`config.mk`:
```
export PLATFORM = sky130hd
export DESIGN_NAME = adder_axi_master
export DESIGN_NICKNAME = d
export VERILOG_FILES = /design/src/rtl/adder_axi_pkg.sv /design/src/rtl/adder_axi_wr_chan.sv /design/src/rtl/adder_axi_master.sv
export SDC_FILE = /design/constraint.sdc
export NUM_CORES = 1
export LEC_CHECK = 0
export ABC_AREA = 1
export CAP_MARGIN = 10
export CORE_ASPECT_RATIO = 1.1
export CORE_UTILIZATION = 44
export CTS_CLUSTER_SIZE = 16
export DETAILED_ROUTE_END_ITERATION = 10
export GPL_TIMING_DRIVEN = 1
export PLACE_DENSITY = 0.79
export RECOVER_POWER = 25
export SLEW_MARGIN = 25
export SYNTH_ARGS = -nofsm -noshare
export SYNTH_HDL_FRONTEND = slang
export SYNTH_SLANG_ARGS = --single-unit
```
`constraint.sdc`:
```
create_clock -name m1_axi_aclk -period 1.8 [get_ports m1_axi_aclk]
set_input_delay 0.45 -clock m1_axi_aclk [delete_from_list [all_inputs] [get_ports m1_axi_aclk]]
set_output_delay 0.45 -clock m1_axi_aclk [all_outputs]
set_load 0.02 [all_outputs]
```
`src/rtl/adder_axi_pkg.sv`:
```
// Shared definitions for the AXI adder master: FSM states, the register map
// of the remote adder peripheral and the single-bit response encoding.
package adder_axi_pkg;

    typedef enum logic [2:0] {
        S_IDLE,
        S_WR_A,
        S_WR_B,
        S_RD,
        S_DONE
    } state_t;

    localparam int OFS_A   = 0;
    localparam int OFS_B   = 4;
    localparam int OFS_SUM = 8;

    localparam logic RESP_OK  = 1'b0;
    localparam logic RESP_ERR = 1'b1;

endpackage

```
`src/rtl/adder_axi_wr_chan.sv`:
```
// One AXI write (AW + W + B) for as long as start is held; AW and W complete
// independently and bready opens only once both have been accepted.
module adder_axi_wr_chan
    import adder_axi_pkg::*;
#(
    parameter int DATA_WIDTH = 32,
    parameter int ADDR_WIDTH = 8
) (
    input  logic                    clk,
    input  logic                    rst_n,
    input  logic                    start,
    input  logic [ADDR_WIDTH-1:0]   addr,
    input  logic [DATA_WIDTH-1:0]   data,
    output logic                    done,
    output logic                    err,
    output logic [ADDR_WIDTH-1:0]   awaddr,
    output logic                    awvalid,
    input  logic                    awready,
    output logic [DATA_WIDTH-1:0]   wdata,
    output logic [DATA_WIDTH/8-1:0] wstrb,
    output logic                    wvalid,
    input  logic                    wready,
    input  logic                    bresp,
    input  logic                    bvalid,
    output logic                    bready
);

    logic aw_done;
    logic w_done;

    // Flags clear on completion and whenever start drops, so an aborted
    // transfer never leaks state into the next one.
    always_ff @(posedge clk or negedge rst_n) begin
        if (!rst_n) begin
            aw_done <= 1'b0;
            w_done  <= 1'b0;
        end else if (!start || done) begin
            aw_done <= 1'b0;
            w_done  <= 1'b0;
        end else begin
            if (awvalid && awready) aw_done <= 1'b1;
            if (wvalid && wready)   w_done  <= 1'b1;
        end
    end

    always_comb begin
        awvalid = start && !aw_done;
        wvalid  = start && !w_done;
        bready  = start && aw_done && w_done;
        done    = bready && bvalid;
        err     = done && (bresp != RESP_OK);
        awaddr  = start ? addr : '0;
        wdata   = start ? data : '0;
        wstrb   = start ? '1 : '0;
    end

endmodule

```
`src/rtl/adder_axi_master.sv`:
```
// Offloads an addition to a memory-mapped adder: writes A and B, reads the sum.
// Optional watchdog on slave stalls is enabled by defining ADDER_MASTER_TIMEOUT_EN.
module adder_axi_master
    import adder_axi_pkg::*;
#(
    parameter int          DATA_WIDTH     = 32,
    parameter int          ADDR_WIDTH     = 8,
    parameter int unsigned BASE_ADDR      = 0,
    parameter int          TIMEOUT_CYCLES = 255
) (
    input  logic                    m1_axi_aclk,
    input  logic                    m1_axi_aresetn,
    input  logic                    cmd_valid,
    output logic                    cmd_ready,
    input  logic [DATA_WIDTH-1:0]   cmd_a,
    input  logic [DATA_WIDTH-1:0]   cmd_b,
    output logic                    res_valid,
    input  logic                    res_ready,
    output logic [DATA_WIDTH-1:0]   res_data,
    output logic                    res_err,
    output logic [ADDR_WIDTH-1:0]   m1_axi_awaddr,
    output logic                    m1_axi_awvalid,
    input  logic                    m1_axi_awready,
    output logic [DATA_WIDTH-1:0]   m1_axi_wdata,
    output logic [DATA_WIDTH/8-1:0] m1_axi_wstrb,
    output logic                    m1_axi_wvalid,
    input  logic                    m1_axi_wready,
    input  logic                    m1_axi_bresp,
    input  logic                    m1_axi_bvalid,
    output logic                    m1_axi_bready,
    output logic [ADDR_WIDTH-1:0]   m1_axi_araddr,
    output logic                    m1_axi_arvalid,
    input  logic                    m1_axi_arready,
    input  logic [DATA_WIDTH-1:0]   m1_axi_rdata,
    input  logic                    m1_axi_rresp,
    input  logic                    m1_axi_rvalid,
    output logic                    m1_axi_rready
);

    localparam logic [ADDR_WIDTH-1:0] ADDR_A   = ADDR_WIDTH'(BASE_ADDR + OFS_A);
    localparam logic [ADDR_WIDTH-1:0] ADDR_B   = ADDR_WIDTH'(BASE_ADDR + OFS_B);
    localparam logic [ADDR_WIDTH-1:0] ADDR_SUM = ADDR_WIDTH'(BASE_ADDR + OFS_SUM);

    state_t                  state_q;
    state_t                  state_d;
    logic                    run_q;
    logic                    ar_done_q;
    logic                    err_q;
    logic [DATA_WIDTH-1:0]   op_a_q;
    logic [DATA_WIDTH-1:0]   op_b_q;
    logic [DATA_WIDTH-1:0]   res_data_q;

    logic                    wr_start;
    logic                    wr_done;
    logic                    wr_err;
    logic [ADDR_WIDTH-1:0]   wr_addr;
    logic [DATA_WIDTH-1:0]   wr_data;
    logic                    cmd_fire;
    logic                    r_fire;
    logic                    res_fire;
    logic                    timeout;

    assign cmd_fire = cmd_valid && cmd_ready;
    assign r_fire   = m1_axi_rvalid && m1_axi_rready;
    assign res_fire = res_valid && res_ready;
    assign res_data = res_data_q;

    // NOTE: sequential state uses non-blocking assignments so every flop
    // samples the pre-edge values of the others, independent of block order.
    always_ff @(posedge m1_axi_aclk or negedge m1_axi_aresetn) begin
        if (!m1_axi_aresetn) state_q <= S_IDLE;
        else                 state_q <= state_d;
    end

    // NOTE: state_d gets a default before the case so no path leaves it
    // unassigned, which would otherwise infer a latch.
    always_comb begin
        state_d = state_q;
        unique case (state_q)
            S_IDLE: if (cmd_fire) state_d = S_WR_A;
            S_WR_A: if (wr_done)  state_d = S_WR_B;
            S_WR_B: if (wr_done)  state_d = S_RD;
            S_RD:   if (r_fire)   state_d = S_DONE;
            S_DONE: if (res_ready) state_d = S_IDLE;
            default:              state_d = S_IDLE;
        endcase
        if (timeout) state_d = S_DONE;
    end

    always_comb begin
        cmd_ready      = 1'b0;
        res_valid      = 1'b0;
        res_err        = 1'b0;
        m1_axi_arvalid = 1'b0;
        m1_axi_rready  = 1'b0;
        m1_axi_araddr  = '0;
        wr_start       = 1'b0;
        wr_addr        = ADDR_A;
        wr_data        = op_a_q;
        unique case (state_q)
            S_IDLE: cmd_ready = run_q;
            S_WR_A: wr_start = 1'b1;
            S_WR_B: begin
                wr_start = 1'b1;
                wr_addr  = ADDR_B;
                wr_data  = op_b_q;
            end
            S_RD: begin
                m1_axi_arvalid = !ar_done_q;
                m1_axi_rready  = ar_done_q;
                m1_axi_araddr  = ADDR_SUM;
            end
            S_DONE: begin
                res_valid = 1'b1;
                res_err   = err_q;
            end
            default: ;
        endcase
    end

    // run_q keeps cmd_ready low while reset is asserted even though the
    // state register already sits in IDLE.
    always_ff @(posedge m1_axi_aclk or negedge m1_axi_aresetn) begin
        if (!m1_axi_aresetn) begin
            run_q      <= 1'b0;
            ar_done_q  <= 1'b0;
            err_q      <= 1'b0;
            op_a_q     <= '0;
            op_b_q     <= '0;
            res_data_q <= '0;
        end else begin
            run_q <= 1'b1;
            if (cmd_fire) begin
                op_a_q <= cmd_a;
                op_b_q <= cmd_b;
            end
            if (state_q != S_RD)
                ar_done_q <= 1'b0;
            else if (m1_axi_arvalid && m1_axi_arready)
                ar_done_q <= 1'b1;
            if (wr_err) err_q <= 1'b1;
            if (r_fire) begin
                res_data_q <= m1_axi_rdata;
                if (m1_axi_rresp == RESP_ERR) err_q <= 1'b1;
            end
            if (timeout) begin
                err_q      <= 1'b1;
                res_data_q <= '0;
            end
            if (res_fire) err_q <= 1'b0;
        end
    end

    adder_axi_wr_chan #(
        .DATA_WIDTH (DATA_WIDTH),
        .ADDR_WIDTH (ADDR_WIDTH)
    ) u_wr_chan (
        .clk     (m1_axi_aclk),
        .rst_n   (m1_axi_aresetn),
        .start   (wr_start),
        .addr    (wr_addr),
        .data    (wr_data),
        .done    (wr_done),
        .err     (wr_err),
        .awaddr  (m1_axi_awaddr),
        .awvalid (m1_axi_awvalid),
        .awready (m1_axi_awready),
        .wdata   (m1_axi_wdata),
        .wstrb   (m1_axi_wstrb),
        .wvalid  (m1_axi_wvalid),
        .wready  (m1_axi_wready),
        .bresp   (m1_axi_bresp),
        .bvalid  (m1_axi_bvalid),
        .bready  (m1_axi_bready)
    );

`ifdef ADDER_MASTER_TIMEOUT_EN
    localparam int CNT_W = $clog2(TIMEOUT_CYCLES + 1);

    logic [CNT_W-1:0] wait_cnt_q;
    logic             waiting;
    logic             any_hs;

    // Any accepted beat proves the slave is alive and restarts the count.
    always_comb begin
        waiting = wr_start || (state_q == S_RD);
        any_hs  = (m1_axi_awvalid && m1_axi_awready) ||
                  (m1_axi_wvalid  && m1_axi_wready)  ||
                  (m1_axi_bvalid  && m1_axi_bready)  ||
                  (m1_axi_arvalid && m1_axi_arready) ||
                  r_fire;
        timeout = waiting && !any_hs && (wait_cnt_q == CNT_W'(TIMEOUT_CYCLES - 1));
    end

    always_ff @(posedge m1_axi_aclk or negedge m1_axi_aresetn) begin
        if (!m1_axi_aresetn)        wait_cnt_q <= '0;
        else if (!waiting || any_hs) wait_cnt_q <= '0;
        else                        wait_cnt_q <= wait_cnt_q + 1'b1;
    end
`else
    logic unused_timeout_cfg;

    assign timeout            = 1'b0;
    assign unused_timeout_cfg = ^TIMEOUT_CYCLES;
`endif

endmodule

```
==> results.json, run 1 <==
{
  "ys_ff_latch": 104,
  "critPathLaunch": "state_q[0]$_DFFE_PN0P_",
  "cts-root-buf": "clkbuf_16",
  "hpwl_um": 9520,
  "setup_viol": 46,
  "cts_tree": "built",
  "vias_per_cell": 5.04,
  "die_y_um": 113,
  "hold_class": "in -> async",
  "post-route-period-util_pct": 122,
  "wirelength_um": 14700,
  "peakVddDrop_mv": 0.594,
  "setup_tns_ps": -12060,
  "h-tree-depth": 3,
  "violations": "negative setup slack",
  "start_kind": "flip-flop",
  "grtUsageMet1_pct": 31.1,
  "drv_cap": 0,
  "critPathKind": "reg -> out",
  "rsz0062_at_grt": "yes",
  "drtPass1Iterations": 5,
  "drtIter0Drc": 270,
  "numCtsBuffers": 9,
  "fin_worst_skew_ps": 5.85,
  "hold_viol": 0,
  "nFillCells": 893,
  "finalCriticalPeriod_ps": 2190,
  "antenna_found_initial": 0,
  "grtUsageMet2_pct": 40.0,
  "whs_ps": 411,
  "placed_cells": 921,
  "p_leak_nw": 3.96,
  "slew_violations": 0,
  "layout_common_cells": "203 x nand2_1, 123 x clkdlybuf4s50_1, 103 x dfrtp_1",
  "final_cells": 950,
  "rows": 40,
  "num-nets-final": 907,
  "top_usage_layer": "met2",
  "reg2reg_slack_ps": 80,
  "layout-drive-gt1-share_pct": 17.1,
  "cp-end-kind": "output pin",
  "grt_pass1_wl_um": 22200,
  "slew_headroom_pct": 8.62,
  "cp_max_fo": 30,
  "seq_area_sq_um": 2600,
  "synth_seq_area_share_pct": 53.1,
  "antenna_cells": 0,
  "ioPinCount": 199,
  "dr_total_vias": 4792,
  "dp_slack_ps": -448,
  "fp.dieW_um": 103,
  "drcViolationCount": 0,
  "core_sq_um": 10900,
  "yosys_warnings": 0,
  "overflow": 0,
  "clk_latency_ps": 340,
  "clkTransAtPathRegs_ps": 60,
  "max_freq_mhz": 457,
  "port_buffers": 184,
  "cts.path.max_buffers": 2,
  "initial_utilization_pct": 45.1,
  "area_growth_pct": 51.8,
  "multi_input_area_sq_um": 2010,
  "tightestPinTransition_ps": 1370,
  "grtUsageMet3_pct": 8.15,
  "mostFrequentLayoutCell": "nand2_1",
  "clock-sinks": 104,
  "wl_per_cell_um": 15.5,
  "synth_area_sq_um": 4900,
  "fp.dieArea_sq_um": 11600,
  "grt_pass1_vias": 4674,
  "worst_slack_ps": -387,
  "synth.distinct_cells": 20,
  "ant_nets": 0,
  "cts_hold_buf": 0,
  "groute.usage.overall_pct": 24.9,
  "synthCells": 606,
  "rr_worst_depth": 10,
  "status": "finished, violations left",
  "cp_data_arrival_time_ps": 1740,
  "p_per_area_nw_per_um2": 1390,
  "grt_max_degree": 45,
  "syn_area_per_cell_sq_um": 8.09,
  "cp.required_ps": 1350,
  "gp_congestion": 0.799,
  "timing.rr.start": "state_q[0]$_DFFE_PN0P_"
}
## cell families after synthesis
group / count (synthesis) / synth area share, %
AND/OR/NAND/NOR: 392 / 33.6
flip-flops: 104 / 53.1
buffers and inverters: 72 / 9.47
AO/OA/AOI/OAI: 36 / 3.67
other: 2 / 0.153
## Yosys cell counts
master	instances	share of area [%]
nand2_2	3	0.38
buf_2	8	0.82
buf_6	13	3.0
inv_1	14	1.1
nor2_8	1	0.41
nor2_1	79	6.0
nand3_1	99	10
nor2_2	1	0.13
nand2_1	204	16
dfrtp_1	104	53
nor2_4	2	0.46
inv_2	1	0.076
conb_1	2	0.15
buf_4	23	3.5
o21ai_0	32	3.3
nand2_4	1	0.23
clkbuf_1	13	1.0
o21ai_1	2	0.20
a21oi_1	2	0.20
nand4_1	2	0.26
## routing by layer
metal / share of wire [%] / vias up
li1: - / 2274
met4: 2.1 / 0
met5: 0 / -
met1: 39 / 2207
met3: 11 / 32
met2: 48 / 279
## area by class of cell
class	instances	share of cell area (%)
inverter	15	0.891
tap	147	2.47
timing repair buffer	227	31.0
clock buffer	10	3.08
clock inverter	4	0.639
sequential	104	35.0
multi-input combinational	443	27.0
## worst max-delay path, cell delays in order, from the launching register on
cell	delay, ps
dfrtp_1	420
nor2_4	150
nand2_4	110
buf_6	210
o21ai_0	250
nor2_1	80
buf_2	160
## report_power, final
part           leakage, nW  internal (mW)  switching [mW]
sequential            1.34           3.08           0.439
combinational         2.48           2.24            2.74
clock                0.134           1.06           0.802
## stage by stage
step	instance area, sq um	power [mW]	utilization (%)
after global placement	6870	7.66	63.2
after floorplan	4970	6.04	-
after CTS	7170	9.79	66.1
after detailed placement	6870	7.80	63.2
final	7440	10.4	68.5
after global routing	7440	11.0	68.5
## final timing paths
check / endpoint
max in group asynchronous: state_q[1]$_DFFE_PN0P_
worst max register to register: op_b_q[21]$_DFFE_PN0P_
min in group m1_axi_aclk: op_b_q[13]$_DFFE_PN0P_
worst min register to register: op_b_q[13]$_DFFE_PN0P_
worst max-delay path: m1_axi_wdata[21]
worst min-delay path: op_a_q[25]$_DFFE_PN0P_
## flip-flops by register name, indices dropped and copies added, names as in the netlist
name	cells
u_wr_chan.aw_done	1
op_b_q	32
u_wr_chan.w_done	1
op_a_q	32
state_q	3
run_q	1
res_data	32
err_q	1
ar_done_q	1
## repair_timing
| action | CTS | global route |
|---|---|---|
| cloned | 2 | 3 |
| pin swaps | 6 | 11 |
| endpoints found under the setup margin | 90 | 149 |
| resized for setup | 236 | 69 |
| buffers inserted | 6 | 5 |
Note: power is estimated with default switching activity, not from simulation.
==> run 2, diff against run 1 <==
- CORE_MARGIN: unset -> 2
==> results.json, run 2 (synthesized netlist as in run 1, its figures left out) <==
{
  "rows": 40,
  "drtPass1Iterations": 5,
  "whs_ps": 471,
  "violations": "negative setup slack",
  "crit_family": "flip-flops",
  "initial_utilization_pct": 44.9,
  "antenna_found_initial": 0,
  "slew_violations": 0,
  "p_per_area_nw_per_um2": 1360,
  "fp.dieW_um": 105,
  "cts-root-buf": "clkbuf_16",
  "layout-drive-gt1-share_pct": 18.5,
  "status": "finished, violations left",
  "slew_headroom_pct": 55.8,
  "cts.path.max_buffers": 2,
  "hold_path_depth": 2,
  "ant_nets": 0,
  "start_kind": "flip-flop",
  "clkTransAtPathRegs_ps": 70,
  "cp.required_ps": 1350,
  "cp_common_cell": "nor2_1",
  "m1WireLength_um": 6140,
  "wl_per_cell_um": 16.1,
  "clk_latency_ps": 330,
  "overflow": 0,
  "utilization_pct": 70.5,
  "critPathKind": "reg -> out",
  "antenna_cells": 0,
  "numCtsBuffers": 9,
  "layout_common_cells": "202 x nand2_1, 115 x clkdlybuf4s50_1, 101 x dfrtp_1",
  "ioPinCount": 199,
  "routed-wl-met2_um": 7720,
  "rr_worst_depth": 14,
  "drv_cap": 0,
  "cp_data_arrival_time_ps": 1680,
  "cp-end-kind": "output pin",
  "mostFrequentLayoutCell": "nand2_1",
  "fin_worst_skew_ps": 7.62,
  "cp_slowest_cell": "dfrtp_2",
  "max_freq_mhz": 470,
  "worst_slack_ps": -327,
  "port_buffers": 184,
  "top_layer": "met4",
  "r2r_end": "state_q[0]$_DFFE_PN0P_",
  "fp.dieArea_sq_um": 12000,
  "p_leak_nw": 4.20,
  "cp_max_fo": 12,
  "groute.usage.overall_pct": 24.2,
  "wirelength_um": 15400,
  "num-nets-final": 914,
  "drcViolationCount": 0,
  "wl_met3_um": 1400,
  "setup_viol": 48,
  "peakVddDrop_mv": 0.630,
  "slowest_delay_ps": 450,
  "post-route-period-util_pct": 118,
  "tightestPinTransition_ps": 662,
  "h-tree-depth": 3,
  "reg2reg_slack_ps": -120,
  "clock-sinks": 104,
  "timing.rr.start": "state_q[0]$_DFFE_PN0P_",
  "holdPathEnd": "res_data[26]$_DFFE_PN0P_",
  "critPathLaunch": "state_q[0]$_DFFE_PN0P_",
  "grt_pass1_wl_um": 23200,
  "crit_chain": "nor2_4 -> nand2_4 -> inv_4 -> buf_16 -> nor2_1 -> nor2_1 -> buf_4",
  "grt_max_degree": 61,
  "vias_per_cell": 5.09,
  "hold_class": "reg -> reg",
  "cts_tree": "built",
  "hpwl_um": 9730,
  "die_y_um": 115,
  "area_growth_pct": 56.8,
  "rsz0062_at_grt": "yes",
  "drtIter0Drc": 273,
  "hp-start": "res_data[26]$_DFFE_PN0P_",
  "core_sq_um": 10900,
  "hold_viol": 0,
  "finalCriticalPeriod_ps": 2130,
  "path_buf_inv": 3,
  "gp_congestion": 0.839,
  "grt_pass1_vias": 4740,
  "dr_total_vias": 4880
}
==> run 2: where the power goes <==
group,total [mW],switching [mW],internal [mW]
registers,3.51,0.434,3.08
logic,4.88,2.68,2.19
clock network,2.10,0.814,1.29
total,10.5,3.93,6.56
==> run 2: area by class of cell <==
type                    instances  area (sq um)
fillers                       877          3220
multi-input cells             446          2060
clock buffers                  12           256
inverters                      15          61.3
clock inverters                 3          65.1
repair buffers                231          2450
well taps                     147           184
flip-flops and latches        104          2610
==> run 2: layer usage <==
layer / GRT usage [%] / vias up
li1: - / 2294
met1: 29.6 / 2318
met4: 6.58 / 0
met3: 7.91 / 18
met2: 41.7 / 250
met5: 0 / -
==> run 2: what timing repair did <==
| action | CTS | global route |
|---|---|---|
| resized for setup | 279 | 71 |
| endpoints found under the hold margin | 9 | 0 |
| hold buffers | 1 | 0 |
| endpoints found under the setup margin | 99 | 158 |
| setup buffers | 8 | 9 |
| gates cloned | 2 | 7 |
| pin swaps | 7 | 17 |
==> run 2: worst min-delay path: stages, from the launching register on <==
cell,delay (ps)
dfrtp_1,340
nand2_1,50
nand2_1,50
==> run 2: how the worst max path moves through the flow <==
stage / slack, ps / cells after the start / end
2_1_floorplan: 30 / 6 / m1_axi_wdata[0]
6_report: -330 / 7 / m1_axi_wdata[8]
3_3_place_gp: -420 / 7 / m1_axi_wdata[8]
3_5_place_dp: -430 / 7 / m1_axi_wdata[8]
5_1_grt: -410 / 7 / m1_axi_wdata[8]
4_1_cts: -340 / 7 / m1_axi_wdata[8]
==> run 2: metrics by stage <==
stage	TNS [ps]	area (sq um)	instances	setup WS, ps	total power, mW
6_report	-12530	7690	958	-327	10.5
5_1_grt	-19020	7690	958	-415	11.1
4_1_cts	-12050	7320	944	-335	10.0
3_5_place_dp	-16940	6870	919	-433	7.84
3_3_place_gp	-13830	6870	919	-420	7.69
2_1_floorplan	0	4970	619	28.8	6.04
==> run 3, diff against run 2 <==
- CORE_UTILIZATION: 44 -> 30
- PLACE_DENSITY: 0.79 -> 0.56
==> results.json, run 3 (synthesized netlist as in run 1, its figures left out) <==
{
  "slew_violations": 0,
  "mostFrequentLayoutCell": "nand2_1",
  "clkTransAtPathRegs_ps": 70,
  "clock-sinks": 104,
  "slew_headroom_pct": 46.7,
  "fp.dieArea_sq_um": 17400,
  "drtPass1Iterations": 4,
  "initial_utilization_pct": 30.3,
  "nFillCells": 1521,
  "status": "finished, violations left",
  "hpwl_um": 10100,
  "num-nets-final": 920,
  "peakVddDrop_mv": 0.503,
  "critPathKind": "reg -> out",
  "setup_viol": 46,
  "r2r_end": "res_data[13]$_DFFE_PN0P_",
  "port_buffers": 184,
  "whs_ps": 464,
  "cp_data_arrival_time_ps": 1710,
  "antenna_cells": 0,
  "hp-start": "cmd_valid",
  "grt_pass1_wl_um": 25400,
  "ioPinCount": 199,
  "clk_latency_ps": 350,
  "tightestPinTransition_ps": 800,
  "final_cells": 1021,
  "cts-root-buf": "clkbuf_16",
  "cp.required_ps": 1350,
  "numCtsBuffers": 9,
  "gp_congestion": 0.777,
  "cp_max_fo": 7,
  "rows": 49,
  "worst_slack_ps": -355,
  "fp.dieW_um": 126,
  "h-tree-depth": 3,
  "totalPowerFinal_mw": 10.8,
  "p_sw_share_pct": 39.0,
  "cts_tree": "built",
  "cts.path.max_buffers": 2,
  "drcViolationCount": 0,
  "fin_area_sq_um": 7930,
  "p_comb_share_pct": 49.8,
  "hold_class": "in -> reg",
  "hold_path_depth": 3,
  "intPower_mw": 6.59,
  "hold_viol": 0,
  "endpoint": "m1_axi_wdata[31]",
  "power_switching_mw": 4.22,
  "drv_cap": 0,
  "rsz0062_at_grt": "yes",
  "slowest_delay_ps": 420,
  "fin_worst_skew_ps": 5.93,
  "p_per_area_nw_per_um2": 1360,
  "p_leak_nw": 4.26,
  "rr_worst_depth": 11,
  "die_y_um": 138,
  "violations": "negative setup slack",
  "seq_power_share_pct": 33.0,
  "pwr-share-clk_pct": 17.2,
  "dr_total_vias": 4826,
  "cp_common_cell": "nand2_4",
  "grt_pass1_vias": 4837,
  "antenna_found_initial": 0,
  "setup_tns_ps": -13210,
  "drtIter0Drc": 279,
  "crit_chain": "nor2_4 -> nand2_4 -> nand2_4 -> buf_12 -> buf_16 -> o21ai_2 -> nor2_1 -> buf_4",
  "core_sq_um": 16200,
  "critPathLaunch": "state_q[0]$_DFFE_PN0P_",
  "finalCriticalPeriod_ps": 2160,
  "overflow": 0,
  "placed_cells": 974,
  "groute.usage.overall_pct": 18.2,
  "area_growth_pct": 61.7,
  "dp_slack_ps": -434,
  "layout-drive-gt1-share_pct": 22.8,
  "layout_common_cells": "192 x nand2_1, 105 x clkdlybuf4s50_1, 103 x dfrtp_1",
  "reg2reg_slack_ps": 20,
  "timing.rr.start": "state_q[0]$_DFFE_PN0P_",
  "vias_per_cell": 4.73,
  "cp_slowest_cell": "dfrtp_1",
  "post-route-period-util_pct": 120,
  "start_kind": "flip-flop",
  "wirelength_um": 16600,
  "utilization_pct": 49.0,
  "ant_nets": 0,
  "wl_per_cell_um": 16.2,
  "grt_max_degree": 61,
  "max_freq_mhz": 464,
  "cp-end-kind": "output pin",
  "place_area_sq_um": 6910
}
run 3: layout make-up:
type | instances | area, sq um | share of cell area, %
Sequential cell | 104 | 2600 | 32.8
Clock inverter | 3 | 17.5 | 0.221
Tap cell | 204 | 255 | 3.22
Multi-Input combinational cell | 446 | 2190 | 27.7
Inverter | 15 | 76.3 | 0.963
Timing Repair Buffer | 237 | 2530 | 31.9
Clock buffer | 12 | 256 | 3.23
run 3: how the worst min path moves through the flow:
stage                     slack (ps)                     end
after floorplan                  150   ar_done_q$_DFFE_PN0P_
after global placement           320  op_a_q[14]$_DFFE_PN0P_
after detailed placement         320  op_a_q[16]$_DFFE_PN0P_
after CTS                        440   op_b_q[3]$_DFFE_PN0P_
after global routing             460   op_b_q[3]$_DFFE_PN0P_
final                            460   op_b_q[3]$_DFFE_PN0P_
run 3: metal layers:
metal | GRT usage, % | part of all wire (%) | up-vias
li1 | - | - | 2309
met3 | 6.97 | 9.9 | 15
met4 | 6.42 | 1.3 | 0
met2 | 28.4 | 46 | 221
met1 | 23.3 | 42 | 2281
met5 | 0 | 0 | -
run 3: power groups by stage:
stage	sequential, mW	clock, mW	combinational (mW)
after floorplan	3.42	0	2.62
after global placement	3.49	0	4.27
after detailed placement	3.49	0	4.32
after CTS	3.50	1.92	5.02
after global routing	3.65	2.03	5.86
final	3.57	1.86	5.38
run 3: repair_timing:
| action | 4_1_cts | 5_1_grt |
|---|---|---|
| endpoints found under the hold margin | 11 | 0 |
| gates resized for setup | 321 | 82 |
| hold buffers | 1 | 0 |
| endpoints found under the setup margin | 152 | 156 |
| gates cloned | 5 | 7 |
| buffers inserted | 7 | 14 |
| pin swaps | 14 | 26 |
run 3: worst max-delay path: cells and delay by family (launching register included):
| kind | cells | cell delay (ps) |
|---|---|---|
| and+or+nand+nor | 4 | 450 |
| buffers and inverters | 3 | 420 |
| AOI/OAI and AO/OA | 1 | 50 |
| DFF | 1 | 420 |
